===== config.mk =====
export PLATFORM = sky130hd
export DESIGN_NAME = instr_fetch_flat
export DESIGN_NICKNAME = d
export VERILOG_FILES = /design/src/rtl/proc_pkg.sv /design/src/rtl/instr_fetch_if.sv /design/src/rtl/branch_lut.sv /design/src/rtl/instr_fetch.sv /design/src/flat_wrapper.sv
export SDC_FILE = /design/constraint.sdc
export NUM_CORES = 1
export LEC_CHECK = 0
export ABC_CLOCK_PERIOD_IN_PS = 2200
export CORE_ASPECT_RATIO = 0.75
export CORE_MARGIN = 3
export CORE_UTILIZATION = 49
export CTS_CLUSTER_SIZE = 14
export DETAILED_ROUTE_END_ITERATION = 10
export MAX_ROUTING_LAYER = met4
export PLACE_DENSITY = 0.84
export SETUP_SLACK_MARGIN = 0.02
export SLEW_MARGIN = 20
export SYNTH_ARGS = -nofsm -noshare
export SYNTH_HDL_FRONTEND = slang
export SYNTH_SLANG_ARGS = --single-unit

===== constraint.sdc =====
create_clock -name clk -period 2.2 [get_ports clk]
set_input_delay 0.55 -clock clk [delete_from_list [all_inputs] [get_ports clk]]
set_output_delay 0.55 -clock clk [all_outputs]
set_load 0.01 [all_outputs]

===== src/rtl/proc_pkg.sv =====
// Shared widths, halt encoding, fetch FSM encoding and branch-target table
// for the 9-bit processor front end.
package proc_pkg;

  localparam int PC_W      = 10;
  localparam int MCODEBITS = 9;
  localparam int LUT_AW    = 4;
  localparam int CNT_W     = 16;

  localparam logic [MCODEBITS-1:0] HALT_WORD = 9'h1FF;

  typedef enum logic [1:0] {
    FS_IDLE = 2'd0,
    FS_RUN  = 2'd1,
    FS_DONE = 2'd2
  } fetch_state_t;

  // Absolute branch targets, indexed by the low LUT_AW bits of the branch word.
  localparam logic [PC_W-1:0] BRANCH_LUT [16] = '{
    10'd0,   10'd16,  10'd32,  10'd48,
    10'd64,  10'd40,  10'd96,  10'd112,
    10'd128, 10'd1023, 10'd160, 10'd176,
    10'd192, 10'd208, 10'd224, 10'd240
  };

endpackage


===== src/rtl/instr_fetch_if.sv =====
// Fetch-stage bus: program control and branch inputs in, PC/instruction/status out.
interface instr_fetch_if;
  import proc_pkg::*;

  logic                 start;
  logic                 stall;
  logic                 branch_en;
  logic                 branch_taken;
  logic [MCODEBITS-1:0] instr_in;
  logic [PC_W-1:0]      pc_out;
  logic [MCODEBITS-1:0] instr_out;
  logic                 instr_valid;
  logic                 done;
  logic [CNT_W-1:0]     cycle_count;

  modport master (
    output start, stall, branch_en, branch_taken, instr_in,
    input  pc_out, instr_out, instr_valid, done, cycle_count
  );

  modport slave (
    input  start, stall, branch_en, branch_taken, instr_in,
    output pc_out, instr_out, instr_valid, done, cycle_count
  );

endinterface


===== src/rtl/branch_lut.sv =====
// Combinational branch-target ROM; index -> absolute PC, no added latency.
module branch_lut
  import proc_pkg::*;
(
  input  logic [LUT_AW-1:0] i_idx,
  output logic [PC_W-1:0]   o_target
);

  assign o_target = BRANCH_LUT[i_idx];

endmodule


===== src/rtl/instr_fetch.sv =====
// Fetch stage: owns PC, picks sequential/branch/hold next PC, runs start/done
// program handshake and a saturating RUN-cycle counter. Next PC visible one cycle later.
module instr_fetch
  import proc_pkg::*;
(
  input  logic       clk,
  input  logic       reset,
  instr_fetch_if.slave bus
);

  fetch_state_t     r_state;
  logic [PC_W-1:0]  r_pc;
  logic [CNT_W-1:0] r_cnt;

  logic             w_halt;
  logic [PC_W-1:0]  w_target;
  logic [PC_W-1:0]  w_pc_next;

  branch_lut u_lut (
    .i_idx    (bus.instr_in[LUT_AW-1:0]),
    .o_target (w_target)
  );

  assign w_halt = (bus.instr_in == HALT_WORD);

  always_comb begin
    w_pc_next = r_pc + PC_W'(1);
    if (w_halt)
      w_pc_next = r_pc;
    else if (bus.branch_en && bus.branch_taken)
      w_pc_next = w_target;
  end

  always_ff @(posedge clk) begin
    if (reset) begin
      r_state <= FS_IDLE;
      r_pc    <= '0;
      r_cnt   <= '0;
    end else begin
      case (r_state)
        FS_IDLE: begin
          if (bus.start) begin
            r_state <= FS_RUN;
            r_pc    <= '0;
            r_cnt   <= '0;
          end
        end
        FS_RUN: begin
          // A stall freezes everything; branch/halt are re-evaluated next cycle.
          if (!bus.stall) begin
            r_pc  <= w_pc_next;
            r_cnt <= (r_cnt == {CNT_W{1'b1}}) ? r_cnt : r_cnt + CNT_W'(1);
            if (w_halt)
              r_state <= FS_DONE;
          end
        end
        FS_DONE: begin
          if (bus.start) begin
            r_state <= FS_RUN;
            r_pc    <= '0;
            r_cnt   <= '0;
          end
        end
        default: r_state <= FS_IDLE;
      endcase
    end
  end

  assign bus.pc_out      = r_pc;
  assign bus.instr_out   = bus.instr_in;
  assign bus.instr_valid = (r_state == FS_RUN);
  assign bus.done        = (r_state == FS_DONE);
  assign bus.cycle_count = r_cnt;

endmodule


===== src/flat_wrapper.sv =====
// flat-port wrapper written by rule: the top's interface ports become plain ports
module instr_fetch_flat import proc_pkg::*;
  (clk, reset, bus_start, bus_stall, bus_branch_en, bus_branch_taken, bus_instr_in, bus_pc_out, bus_instr_out, bus_instr_valid, bus_done, bus_cycle_count);
  instr_fetch_if bus_i ();
  input  logic clk;
  input  logic reset;
  input wire logic [$bits(bus_i.start)-1:0] bus_start;
  input wire logic [$bits(bus_i.stall)-1:0] bus_stall;
  input wire logic [$bits(bus_i.branch_en)-1:0] bus_branch_en;
  input wire logic [$bits(bus_i.branch_taken)-1:0] bus_branch_taken;
  input wire logic [$bits(bus_i.instr_in)-1:0] bus_instr_in;
  output wire logic [$bits(bus_i.pc_out)-1:0] bus_pc_out;
  output wire logic [$bits(bus_i.instr_out)-1:0] bus_instr_out;
  output wire logic [$bits(bus_i.instr_valid)-1:0] bus_instr_valid;
  output wire logic [$bits(bus_i.done)-1:0] bus_done;
  output wire logic [$bits(bus_i.cycle_count)-1:0] bus_cycle_count;
  assign bus_i.start = bus_start;
  assign bus_i.stall = bus_stall;
  assign bus_i.branch_en = bus_branch_en;
  assign bus_i.branch_taken = bus_branch_taken;
  assign bus_i.instr_in = bus_instr_in;
  assign bus_pc_out = bus_i.pc_out;
  assign bus_instr_out = bus_i.instr_out;
  assign bus_instr_valid = bus_i.instr_valid;
  assign bus_done = bus_i.done;
  assign bus_cycle_count = bus_i.cycle_count;
  instr_fetch u_core (.clk(clk), .reset(reset), .bus(bus_i));
endmodule

After elaboration in Yosys (flattened, before gate mapping)
Memories as Yosys holds them, arrays and structs flattened.
Cells that the tools add are included.
- output and inout port bits: 37
- ROM bits: 160
- register bits after elaboration: 28
- memories kept: 1
- memory list (name ; depth ; width ; read ports ; clocked after memory_dff ; write ports ; line ; text):
    (no name shown) ; 16 ; 10 ; 1 ; 0 ; 0 ; branch_lut.sv:9 ; assign o_target = BRANCH_LUT[i_idx];
- multiplexer cells: 15
- magnitude comparators: 1
- reduce and logical (&&, ||, !) cells: 7
- add/subtract/negate cells: 2
- bitwise operators: 1
- equal/unequal tests: 9
- operators by type and width (kind ; number):
    2-to-1 mux 10 bit ; 6
    2-to-1 mux 16 bit ; 3
    one-hot mux 16 bit (2 select lines) ; 1
    one-hot mux 10 bit (2 select lines) ; 1
    adder 16 x 1 -> 16 bit, second input constant ; 1
    equality test 16 bit, second input constant ; 1
    adder 10 x 1 -> 10 bit, second input constant ; 1
    equality test 9 bit, second input constant ; 1
    AND reduction 4 bit ; 2
    2-to-1 mux 2 bit ; 3
    != test 2 bit, second input constant ; 3
    greater-or-equal comparator 5 bit, second input constant ; 1
    inverter 4 -> 5 bit ; 1
    != test 2 x 1 -> 1 bit, second input constant ; 2
    one-hot mux 2 bit (2 select lines) ; 1
    AND reduction 3 bit ; 1
    equality test 2 x 1 -> 1 bit, second input constant ; 1
    equality test 2 bit, second input constant ; 1
    logical NOT 2 bit ; 1
    nonzero test 2 bit ; 1
    OR reduction 2 bit ; 1
    logical AND 1 bit ; 1

Depth between registers and ports, before layout
Gate-level depths: netlist of the first run.
- word-level depth: 8
- depth in mapped cells: 6
- gate-level depth less buffers: 5

Hierarchy
A second synthesis of the first run with hierarchy kept.
- cells, all modules: 226
- area, all modules: 1823.0 um^2
- modules (own cells, without submodules) (module ; times used ; cells each ; area an instance (um^2)):
    instr_fetch ; 1 ; 213 ; 1711.6
    branch_lut ; 1 ; 13 ; 111.4

Worst setup path before layout of the first run
Ideal clock, no wire load.
- kind: flip-flop to flip-flop
- start point: register u_core.r_cnt[0], in the netlist u_core.bus.cycle_count[0]
- end point: register u_core.r_cnt[10], in the netlist u_core.bus.cycle_count[10]
- required time: 2.112 ns
- period minus slack after synthesis: 1.844 ns
- cell stages (with the launch flop): 7
- path slack: 0.356 ns
- buffers on the path: 1
- setup time: 0.088 ns
- data arrival time: 1.756 ns
- cells stage by stage: dfxtp_1 > ha_1 > nand4_4 > or3_4 > buf_6 > o21ba_1 > a311oi_2
- cells in the longest elaborated chain, start to end: 4
- elaborated cells between the ends (all ways): 7
- classes of those cells: 1 x add/sub; 2 x eq/ne; 3 x mux; 1 x reduce/logical
- RTL lines (item ; line ; text):
    start: declaration ; instr_fetch.sv:13 ; logic [CNT_W-1:0] r_cnt;
    start signal: assignment ; instr_fetch.sv:52 ; r_cnt <= (r_cnt == {CNT_W{1'b1}}) ? r_cnt : r_cnt + CNT_W'(1);
    adder 16 x 1 -> 16 bit ; instr_fetch.sv:52 ;
    2-to-1 mux 16 bit ; instr_fetch.sv:52 ;
    2-to-1 mux 16 bit ; instr_fetch.sv:50 ; if (!bus.stall) begin
    one-hot mux 16 bit (2 select lines) ; instr_fetch.sv:40 ; case (r_state)
Parallel ways exist; a longest one is shown, timed or not. The select of a mux whose other input is x is not followed.
A chain may end at the register's enable or synchronous reset.

Worst setup path in the final report of the first run
- start point: input port bus_instr_in[3]
- end point: output port bus_instr_out[3]
- RTL lines (item ; line ; text):
    start: declaration ; flat_wrapper.sv:11 ; input wire logic [$bits(bus_i.instr_in)-1:0] bus_instr_in;
    end: declaration ; flat_wrapper.sv:13 ; output wire logic [$bits(bus_i.instr_out)-1:0] bus_instr_out;
No word-level cell between the ends.

==> impl_results.md, run 1 <==
- Comb power frac: 0.218
- Top-area cell type share of the netlist area: 0.290
- Synth unique cells: 64
- Family with the most delay on the worst path: buffers and inverters
- DP HPWL: around 4.4 mm
- Yosys reg bits: 28
- Ports: 52
- Vias: roughly 2,200
- Number of flops mapped to enable cells by yosys: 0
- CTS tree: done
- Synth top cells by count: dfxtp_1, nand2_1, inv_1, o21ai_0, nand3_1
- Antenna-violating nets left: 0
- Crit. End Element: primary output
- Port-buffer cells: 51
- Layout Area Growth over Synthesis: 38.1%
- Final Setup Violations: 0
- Clock Tree Buf Depth: 2
- Reg2reg start: u_core.r_state[0]
- Largest net degree at the start of global routing: 17
- Yosys warns: 0
- CP startpoint kind: input port
- Initial antenna violation count: 0
- Yosys top cell by area: dfxtp_1
- Vias/cell: between 6 and 7
- Int Power: ~900 uW
- P_sw: approximately 330 uW
- Setup bufs post-CTS: 0
- Worst hold endpoint: u_core.bus.cycle_count[11]
- Post-Layout Inst Area: around 2700 um2
- Async S/R FF share, synth: 0
- Vias in the first global route: approximately 2,000
- Gr usage total: 0.266
- Minimum clock period after layout: 2140 ps
- Status: complete, no violations
- Count leader, synth: dfxtp_1
- Worst Tran Pin Value: about 440 ps
- WL final: ~5.9 mm
- Post-synthesis cell count: 234
- Num rows: 19
- Dpl cells: approximately 340
- Worst EP arrival: roughly 1600 ps
- Power Density: between 400 and 500 nW/um2
- Nets@finish: approximately 310
- Die area: between 4000 and 5000 um2
- Root Driver: clkbuf_8
- Max-slew violations: 0
- Crit path required time: approximately 1700 ps
- Total power: between 1 and 1.5 mW
- Crit-path cells: clkdlybuf4s50_1, clkdlybuf4s50_1
- Final std cells w/o fill: 348
- Wirelength per Cell: roughly 17 um
- CP Max Fanout: 3
- Crit path top cell by count: clkdlybuf4s50_1
- Num CTS Buffers: 3
- Flop pwr share: 0.439
- Hold Path Depth: 2
- Std-Cell Core Area: around 3700 um2
- Bufs and invs on worst path: 2
- Die width: approximately 80 um
- Leak Pwr: ~0.95 nW
- Routability Congestion: about 0.96
- Global route overflow: 0
- Hold Startpoint: u_core.bus.cycle_count[11]
- RSZ-0062 raised after global routing: false
- Tcrit/Tclk final: 0.972
- Worst-case clock skew: around 5.3 ps
- Max-Cap Viols: 0
- Util after Layout: 0.716
- Fmax: between 400 and 500 MHz
- R2R depth: 6
- Pre-antenna DRT Iters: 6
- Reg2reg end: u_core.bus.cycle_count[8]
- Sw frac: 0.267
- Hold Buf Count CTS: 0
- Clock Sink Count: 28
- Syn nets: 251
- First DRT Iteration DRCs: 265
- Fin. Hold Viols: 0
- Share of the yosys chip area belonging to registers: 0.290
- Worst-skew pair later-pin latency: 280 ps
- Hold crit path type: flop to flop
- Avg Inst Size Synth: 8.27 um2
- Top FF cell, synth: dfxtp_1
- Maximum vdd ir drop: about 280 uV
- Antenna cell count: 0
- Synthesized area: between 1500 and 2000 um2
- Clk pwr share: 0.343
- CTS clk-pin slew, worst paths: 100 ps
- Worst rel slew slack: 0.706
- Synth area leaders: dfxtp_1, nand2_1, buf_4, o21ai_0, inv_1
- Fraction of layout cells with a size suffix above 1: 0.169
- H-tree depth: 1
- Setup Crit Path Kind: input port to primary output
- Starting Density: 0.518
- Slowest Stage Delay on Critical Path: 550 ps
- First-pass GRT wire length: roughly 9.7 mm
- Die Ht: just over 60 um
- Slowest-stage cell, CP: clkdlybuf4s50_1
- DRC Markers: 0
- R2r setup slk: ~200 ps
- Post-DP Area: between 2000 and 3000 um2
## metrics by stage
stage,TNS [ps],setup slack [ps],hold slack (ps)
floorplan,0,356,519
global placement,-4.28,-4.28,509
detailed placement,-86.8,-61.0,513
CTS,0,32.6,531
global route,0,32.1,574
finish,0,61.8,534
## flip-flops by register name, summed over array words and instances, names as in the netlist
name / cells
u_core.bus.pc_out: 10
u_core.r_state: 2
u_core.bus.cycle_count: 16
## what timing repair did
item | CTS | global route
resized for setup | 0 | 2
hold endpoints to repair | 0 | 0
endpoints found under the setup margin | 0 | 2
## tightest hold or removal path, stage by stage, from the launching register on
cell and delay, ps:
dfxtp_1 380, inv_1 70, a2bb2oi_1 50
## placed cells by master, fill, tap and decap left out, types with 4 or more instances in the layout
| cell | count |
|---|---|
| a211oi_1 | 4 |
| a21oi_1 | 7 |
| a31oi_1 | 7 |
| and2_1 | 4 |
| and4_1 | 5 |
| buf_4 | 28 |
| clkdlybuf4s50_1 | 49 |
| dfxtp_1 | 28 |
| inv_1 | 15 |
| nand2_1 | 20 |
| nand3_1 | 11 |
| nand4_1 | 8 |
| nor2_1 | 7 |
| nor3_1 | 5 |
| nor4_1 | 4 |
| o211ai_1 | 7 |
| o21ai_0 | 12 |
| o31ai_1 | 4 |
## metal layers
layer  up-vias  track usage  part of all wire
met4         0       0.0599             0.018
met3        18       0.0401             0.083
met5         -            -                 0
met2       137        0.383              0.42
li1       1031            -                 -
met1       996        0.391              0.48
## power by group through the flow
| stage | logic [mW] | registers, mW | clock network (mW) |
|---|---|---|---|
| after detailed placement | 0.264 | 0.552 | 0 |
| after global routing | 0.290 | 0.544 | 0.434 |
| after global placement | 0.260 | 0.551 | 0 |
| after CTS | 0.266 | 0.540 | 0.419 |
| after floorplan | 0.131 | 0.554 | 0 |
| final | 0.268 | 0.540 | 0.422 |
## area by class of cell
class | count | area [um2]
Clock buffer | 3 | 41.3
Inverter | 15 | 56.3
Multi-Input combinational cell | 170 | 1190
Tap cell | 52 | 65.1
Timing Repair Buffer | 79 | 726
Clock inverter | 1 | 30.0
Fill cell | 302 | 1060
Sequential cell | 28 | 561
## how the worst max path moves through the flow
stage | start | depth (start not counted) | end
after global routing | bus_instr_in[3] | 2 | bus_instr_out[3]
final | bus_instr_in[3] | 2 | bus_instr_out[3]
after detailed placement | bus_stall | 6 | u_core.bus.cycle_count[8]
after CTS | bus_instr_in[0] | 2 | bus_instr_out[0]
after global placement | bus_stall | 6 | u_core.bus.cycle_count[8]
after floorplan | u_core.bus.cycle_count[0] | 6 | u_core.bus.cycle_count[10]
## kinds of logic (layout without fill, tap and decap cells)
logic type               count (synthesis)  count (layout)  synth area share
flip-flops                              28              28             0.290
adder cells (fa/ha/maj)                  2               2            0.0129
multiplexers                             4               4            0.0220
buffers and inverters                   36              98            0.0938
XOR/XNOR                                 1               1           0.00453
AND/OR/NAND/NOR                         85              85             0.262
AO/OA/AOI/OAI                           78              78             0.315
Note: power is estimated with default switching activity, not from simulation.
==> run 2: changes to the inputs <==
--- a/config.mk
+++ b/config.mk
@@ -9,6 +9,7 @@
 export CORE_ASPECT_RATIO = 0.75
 export CORE_MARGIN = 3
 export CORE_UTILIZATION = 49
+export CTS_CLUSTER_DIAMETER = 200
 export CTS_CLUSTER_SIZE = 14
 export DETAILED_ROUTE_END_ITERATION = 10
 export MAX_ROUTING_LAYER = met4
==> results of run 2 <==
Final layout, timing and power as in run 1 (identical DEF).
